$ cat src/rtl/led_cube_bus_monitor.sv
// -----------------------------------------------------------------------------
// led_cube_bus_monitor
//
// Receive end of the LED cube Layers/Latches/Data drive bus. Shadows the eight
// column latches, captures the column image of each layer once its layer line
// has been held one-hot long enough, and publishes a complete 512-LED frame
// after all eight layers have been captured.
//
// Ports
//   clk          system clock
//   rst          synchronous reset, active-high
//   enable       1 = monitor runs, 0 = freeze state (input registers still sample)
//   Layers[7:0]  one-hot layer enables, bit i = layer i
//   Latches[7:0] latch clocks, rising edge of bit i loads Data into column latch i
//   Data[7:0]    column data bus
//   frame_out    last completed frame, bit = layer*64 + latch*8 + data_bit
//   frame_valid  one-cycle pulse when frame_out updates
//   frame_count  completed frames since reset (wraps)
//   cur_layer    layer currently held one-hot (last valid value otherwise)
//   latch_err    sticky: more than one latch bit rose in the same cycle
//   layer_err    sticky: Layers seen multi-hot
// -----------------------------------------------------------------------------
module led_cube_bus_monitor #(
    parameter int MIN_HOLD = 4,
    parameter int CNT_W    = 16
) (
    input  logic             clk,
    input  logic             rst,
    input  logic             enable,
    input  logic [7:0]       Layers,
    input  logic [7:0]       Latches,
    input  logic [7:0]       Data,
    output logic [511:0]     frame_out,
    output logic             frame_valid,
    output logic [CNT_W-1:0] frame_count,
    output logic [2:0]       cur_layer,
    output logic             latch_err,
    output logic             layer_err
);

    localparam int HC_W = $clog2(MIN_HOLD + 1);
    localparam logic [HC_W-1:0] HC_LAST = HC_W'(MIN_HOLD - 1);

    typedef enum logic [1:0] {
        S_IDLE = 2'd0,
        S_HOLD = 2'd1,
        S_CAPT = 2'd2
    } state_t;

    // Input stage
    logic [7:0]        r_layers_q, r_layers_d;
    logic [7:0]        r_latch_q, r_latch_d;
    logic [7:0]        r_latch_prev_q, r_latch_prev_d;
    logic [7:0]        r_data_q, r_data_d;

    // Column latch shadows and per-layer buffers; index = latch / layer
    logic [7:0][7:0]   shadow_q, shadow_d;
    logic [7:0][63:0]  buf_q, buf_d;
    logic [7:0]        seen_q, seen_d;

    state_t            state_q, state_d;
    logic [HC_W-1:0]   hc_q, hc_d;
    logic [2:0]        cur_layer_q, cur_layer_d;

    logic [511:0]      frame_out_q, frame_out_d;
    logic              frame_valid_q, frame_valid_d;
    logic [CNT_W-1:0]  frame_count_q, frame_count_d;
    logic              latch_err_q, latch_err_d;
    logic              layer_err_q, layer_err_d;

    // Decoded input conditions
    logic [7:0]        rise;
    logic              multi_rise;
    logic              layers_zero;
    logic              layers_onehot;
    logic [2:0]        layers_idx;
    logic [7:0]        held_layers;
    logic              reenter;
    logic              capture;

    always_comb begin
        rise          = r_latch_q & ~r_latch_prev_q;
        // x & (x-1) clears the lowest set bit; non-zero result means >1 bits set
        multi_rise    = (rise & (rise - 8'd1)) != 8'd0;
        layers_zero   = (r_layers_q == 8'd0);
        layers_onehot = !layers_zero && ((r_layers_q & (r_layers_q - 8'd1)) == 8'd0);
        layers_idx    = 3'd0;
        for (int i = 0; i < 8; i++) begin
            if (r_layers_q[i]) begin
                layers_idx = 3'(i);
            end
        end
        held_layers   = 8'b1 << cur_layer_q;
    end

    always_comb begin
        r_layers_d     = Layers;
        r_latch_d      = Latches;
        r_data_d       = Data;
        r_latch_prev_d = r_latch_prev_q;
        shadow_d       = shadow_q;
        buf_d          = buf_q;
        seen_d         = seen_q;
        state_d        = state_q;
        hc_d           = hc_q;
        cur_layer_d    = cur_layer_q;
        frame_out_d    = frame_out_q;
        frame_valid_d  = 1'b0;
        frame_count_d  = frame_count_q;
        latch_err_d    = latch_err_q;
        layer_err_d    = layer_err_q;
        reenter        = 1'b0;
        capture        = 1'b0;

        if (enable) begin
            // Edge reference only advances while running, so edges that
            // happened while disabled are seen on re-enable.
            r_latch_prev_d = r_latch_q;

            for (int i = 0; i < 8; i++) begin
                if (rise[i]) begin
                    shadow_d[i] = r_data_q;
                end
            end
            if (multi_rise) begin
                latch_err_d = 1'b1;
            end

            // Completion runs off the registered seen mask, so the 8th
            // layer's capture is already in buf_q when the frame is published.
            if (seen_q == 8'hFF) begin
                frame_out_d   = buf_q;
                frame_valid_d = 1'b1;
                frame_count_d = frame_count_q + CNT_W'(1);
                seen_d        = 8'd0;
            end

            case (state_q)
                S_IDLE: reenter = 1'b1;
                S_HOLD: begin
                    if (r_layers_q != held_layers) begin
                        reenter = 1'b1;
                    end else if (hc_q == HC_LAST) begin
                        capture = 1'b1;
                        state_d = S_CAPT;
                    end else begin
                        hc_d = hc_q + HC_W'(1);
                    end
                end
                S_CAPT: begin
                    if (r_layers_q != held_layers) begin
                        reenter = 1'b1;
                    end
                end
                default: state_d = S_IDLE;
            endcase

            // A changed Layers value is evaluated exactly as IDLE would.
            if (reenter) begin
                if (layers_onehot) begin
                    state_d     = S_HOLD;
                    hc_d        = HC_W'(1);
                    cur_layer_d = layers_idx;
                end else begin
                    state_d = S_IDLE;
                    if (!layers_zero) begin
                        layer_err_d = 1'b1;
                    end
                end
            end

            if (capture) begin
                buf_d[cur_layer_q]  = shadow_q;
                seen_d[cur_layer_q] = 1'b1;
            end
        end
    end

    always_ff @(posedge clk) begin
        if (rst) begin
            r_layers_q     <= '0;
            r_latch_q      <= '0;
            r_latch_prev_q <= '0;
            r_data_q       <= '0;
            shadow_q       <= '0;
            buf_q          <= '0;
            seen_q         <= '0;
            state_q        <= S_IDLE;
            hc_q           <= '0;
            cur_layer_q    <= '0;
            frame_out_q    <= '0;
            frame_valid_q  <= 1'b0;
            frame_count_q  <= '0;
            latch_err_q    <= 1'b0;
            layer_err_q    <= 1'b0;
        end else begin
            r_layers_q     <= r_layers_d;
            r_latch_q      <= r_latch_d;
            r_latch_prev_q <= r_latch_prev_d;
            r_data_q       <= r_data_d;
            shadow_q       <= shadow_d;
            buf_q          <= buf_d;
            seen_q         <= seen_d;
            state_q        <= state_d;
            hc_q           <= hc_d;
            cur_layer_q    <= cur_layer_d;
            frame_out_q    <= frame_out_d;
            frame_valid_q  <= frame_valid_d;
            frame_count_q  <= frame_count_d;
            latch_err_q    <= latch_err_d;
            layer_err_q    <= layer_err_d;
        end
    end

    assign frame_out   = frame_out_q;
    assign frame_valid = frame_valid_q;
    assign frame_count = frame_count_q;
    assign cur_layer   = cur_layer_q;
    assign latch_err   = latch_err_q;
    assign layer_err   = layer_err_q;

endmodule

$ cat config.mk
export PLATFORM = sky130hd
export DESIGN_NAME = led_cube_bus_monitor
export DESIGN_NICKNAME = d
export VERILOG_FILES = /design/src/rtl/led_cube_bus_monitor.sv
export SDC_FILE = /design/constraint.sdc
export NUM_CORES = 2
export LEC_CHECK = 0
export BUFFER_PORTS_ARGS = -buffer_cell sky130_fd_sc_hd__buf_4
export CORE_ASPECT_RATIO = 1.75
export CORE_MARGIN = 3
export CORE_UTILIZATION = 61
export CTS_BUF_LIST = sky130_fd_sc_hd__clkbuf_4 sky130_fd_sc_hd__clkbuf_8 sky130_fd_sc_hd__clkbuf_16
export DETAILED_ROUTE_END_ITERATION = 8
export GPL_TIMING_DRIVEN = 0
export PLACE_DENSITY = 0.84
export SYNTH_ARGS = -nofsm -noshare
export SYNTH_HDL_FRONTEND = slang
export SYNTH_SLANG_ARGS = --single-unit
export TNS_END_PERCENT = 10
$ cat constraint.sdc
create_clock -name clk -period 6.25 [get_ports clk]
set_input_delay 0.625 -clock clk [delete_from_list [all_inputs] [get_ports clk]]
set_output_delay 0.625 -clock clk [all_outputs]
set_load 0.01 [all_outputs]
==> results_dict.tcl <==
set metrics [dict create \
    holdPathStages 2 \
    wl_met1_um 49500 \
    cts_resized 0 \
    gp_congestion 0.982 \
    cts.sinks 1155 \
    worst_skew_pair.late_latency_ns 0.68 \
    wl_met3_um 11600 \
    cp_cell_sequence "nand2_1 > nor4_1 > clkbuf_1 > clkbuf_1 > clkbuf_1 > nand2_1 > a21oi_1" \
    drive_gt1_share_pct 15.5 \
    synth_area_um2 41000 \
    vias_per_cell 5.63 \
    r2r_start "seen_q[6]$_SDFFE_PP0P_" \
    critical_path.max_fanout 10 \
    grt_first_pass_wirelength_um 207000 \
    finalHoldViolCount 0 \
    worstHoldStart "Data[1]" \
    grt_pass1_vias 35694 \
    p_leak_nw 18.2 \
    placed_area_um2 46300 \
    die_x_um 202 \
    cpMostUsedCell "clkbuf_1" \
    hold_buffers 0 \
    portBuffers 559 \
    post-place-cells 6544 \
    clockPowerShare_pct 45.5 \
    die_area_um2 70500 \
    synth_warnings 0 \
    fillers 4998 \
    p_per_area_nw_per_um2 287 \
    violations "capacitance limit, slew limit" \
    max-clock-path-buffers 3 \
    finalSetupViolations 0 \
    die_h_um 349 \
    grt_max_degree 17 \
    reg2reg_setup_slack_ns 1.32 \
    post_cts_buffers 0 \
    hpwl_um 102000 \
    async_reset_ff_share_pct 0 \
    fin_cells 6723 \
    ys_seq_area_share_pct 56.4 \
    fp-row-count 125 \
    max_slew.worst_pin.slew_ns 1.51 \
    avgSynthCellArea_um2 8.05 \
    ios 561 \
    path_clk_slew_ns 0.07 \
    synth_ff_type "dfxtp_1" \
    drtIter0Drc 3241 \
    crit_type "flop to flop" \
    critical_path_arrival_ns 5.51 \
    min_period_over_period_pct 78.8 \
    area_growth_pct 21.3 \
    finalInstanceArea_um2 49800 \
    ir_drop_mv 0.204 \
    antenna_found_initial 1 \
    layout.nets 5786 \
    synthesis.nets 5129 \
    synth-edff-count 0 \
    cp-end-kind "flop" \
    outcome "finished with violations" \
    cp-start-kind "flop" \
    wl_met2_um 66700 \
    p_comb_share_pct 2.7 \
    cts-buffers-inserted 96 \
    start_util_pct 61.7 \
    swShare_pct 21.6 \
    fin_skew_ns 0.0242 \
    antenna_left 0 \
    n_antenna_cell 0 \
    p_sw_w 0.00308 \
    max_freq_mhz 203 \
    firstDrtPassIters 6 \
    netlist_instances 5096 \
    rr_endpoint "frame_out[259]$_SDFFE_PP0P_" \
    final_util_pct 74.9 \
    ys_ff_latch 1155 \
    wl_um 140000 \
    fin_crit_ns 4.93 \
    h-tree-depth 3 \
    power_frac_seq_pct 51.8 \
    finalSetupTns_ns 0 \
    grt-ovfl-total 0 \
    root_buffer "clkbuf_16" \
    maxCapViolations 1 \
    vias 37872 \
    core_area_um2 66500 \
    rsz0062_at_grt "no" \
    cts_tree "done" \
    p_int_w 0.0112 \
    critPathRequiredTime_ns 6.83 \
    hp-class "input port to flop" \
    slew_viol_final 6 \
    wire_per_inst_um 20.8 \
    netlist-cell-type-count 56 \
    slew_headroom_pct -1.84 \
    top_layer "met4" \
    slowest_delay_ns 1.27 \
    min_to "r_data_q[1]$_SDFF_PP0_" \
    r2r_cells 7 \
    drc 0 \
    cp_slowest_cell "nor4_1" \
    grtUsageTotal_pct 38.0 \
]
[registers in the layout, summed over array words and instances, names as in the netlist, 2 cells and up]
signal and count:
buf_q 512, frame_out 512, shadow_q 64, frame_count 16
r_data_q 8, r_latch_prev_q 8, r_latch_q 8, r_layers_q 8
seen_q 8, cur_layer 3, hc_q 3, state_q 2
[cells in the final DEF (no fill, tap or decap), types with 4 or more instances in the layout]
master and count:
inv_1 8, mux2i_1 51, clkbuf_4 24, clkinvlp_4 6
clkbuf_8 20, buf_6 96, clkinv_2 16, nor4_1 7
nand3b_1 6, nand2b_1 9, bufinv_16 10, nand2_1 2099
buf_1 17, xor2_1 12, nand3_1 36, o21ai_0 4
dfxtp_1 1155, nor2b_1 33, a21oi_1 1070, xnor2_1 5
nor2_1 80, buf_4 567, clkbuf_16 101, buf_2 52
ha_1 6, nor3_1 5, nand4_1 9, clkbuf_1 274
[cell usage after synthesis (all sizes together) (6+ instances only)]
cell,n,area (um^2)
nand3b,7,65.1
nor2b,33,206
nand4,9,56.3
dfxtp,1155,23100
mux2i,51,510
nand3,36,180
nor4,7,43.8
a21oi,1070,5360
nor3,8,67.6
buf,173,1470
xor2,12,105
nor2,81,307
ha,6,75.1
nand2b,10,65.1
inv,8,30.0
nand2,2099,7880
clkbuf,274,1030
[worst max-delay path by stage]
stage / startpoint / depth (start not counted) / slack, ns / end
6_report: seen_q[6]$_SDFFE_PP0P_ / 7 / 1.32 / frame_out[259]$_SDFFE_PP0P_
5_1_grt: seen_q[6]$_SDFFE_PP0P_ / 7 / 1.61 / frame_out[260]$_SDFFE_PP0P_
4_1_cts: seen_q[6]$_SDFFE_PP0P_ / 7 / 1.89 / frame_out[259]$_SDFFE_PP0P_
3_5_place_dp: enable / 8 / 1.73 / frame_out[259]$_SDFFE_PP0P_
3_3_place_gp: enable / 8 / 1.60 / frame_out[259]$_SDFFE_PP0P_
2_1_floorplan: cur_layer[1]$_SDFFE_PP0P_ / 9 / 3.92 / buf_q[132]$_SDFFE_PP0P_
[per-stage QoR]
step                      setup WS (ns)  total power, W  hold slack (ns)
after floorplan                    3.92         0.00778            0.432
after global placement             1.60         0.00793            0.436
after detailed placement           1.73         0.00793            0.444
after CTS                          1.89          0.0142            0.148
after global routing               1.61          0.0146            0.161
final                              1.32          0.0143            0.161
[power groups by stage]
stage / sequential [W] / combinational (W) / clock (W)
floorplan: 0.00756 / 0.000225 / 0
global placement: 0.00756 / 0.000371 / 0
global route: 0.00739 / 0.000406 / 0.00677
finish: 0.00739 / 0.000387 / 0.00650
detailed placement: 0.00756 / 0.000373 / 0
CTS: 0.00739 / 0.000375 / 0.00647
[routing by layer]
| layer | track usage [%] | vias to the layer above |
|---|---|---|
| li1 | - | 17666 |
| met1 | 43.1 | 17748 |
| met2 | 64.3 | 1953 |
| met3 | 6.57 | 505 |
| met4 | 28.1 | 0 |
| met5 | 0 | - |
[area by class of cell]
cell class                      count  area (um^2)  share of cell area [%]
Buffer                            447         2490                    5.01
Clock buffer                      145         2980                    5.99
Clock inverter                     34          443                   0.890
Inverter                            8         30.0                  0.0604
Multi-Input combinational cell   3486        15400                    30.9
Sequential cell                  1155        23100                    46.5
Tap cell                          889         1110                    2.24
Timing Repair Buffer              559         4200                    8.43
[cell families after synthesis]
group | share of synthesized area [%]
AO/OA/AOI/OAI | 13.6
multiplexers | 1.35
flip-flops | 56.4
buffers and inverters | 6.15
AND/OR/NAND/NOR | 22.0
adder cells (fa/ha/maj) | 0.183
XOR/XNOR | 0.363
[worst max-delay path: cells and delay by family, from the launching register on]
kind,cells,cell delay [ns]
AND/OR/NAND/NOR,3,1.63
buffers and inverters,3,2.69
AO/OA/AOI/OAI,1,0.15
flip-flops,1,0.35
Note: power is estimated with default switching activity, not from simulation.
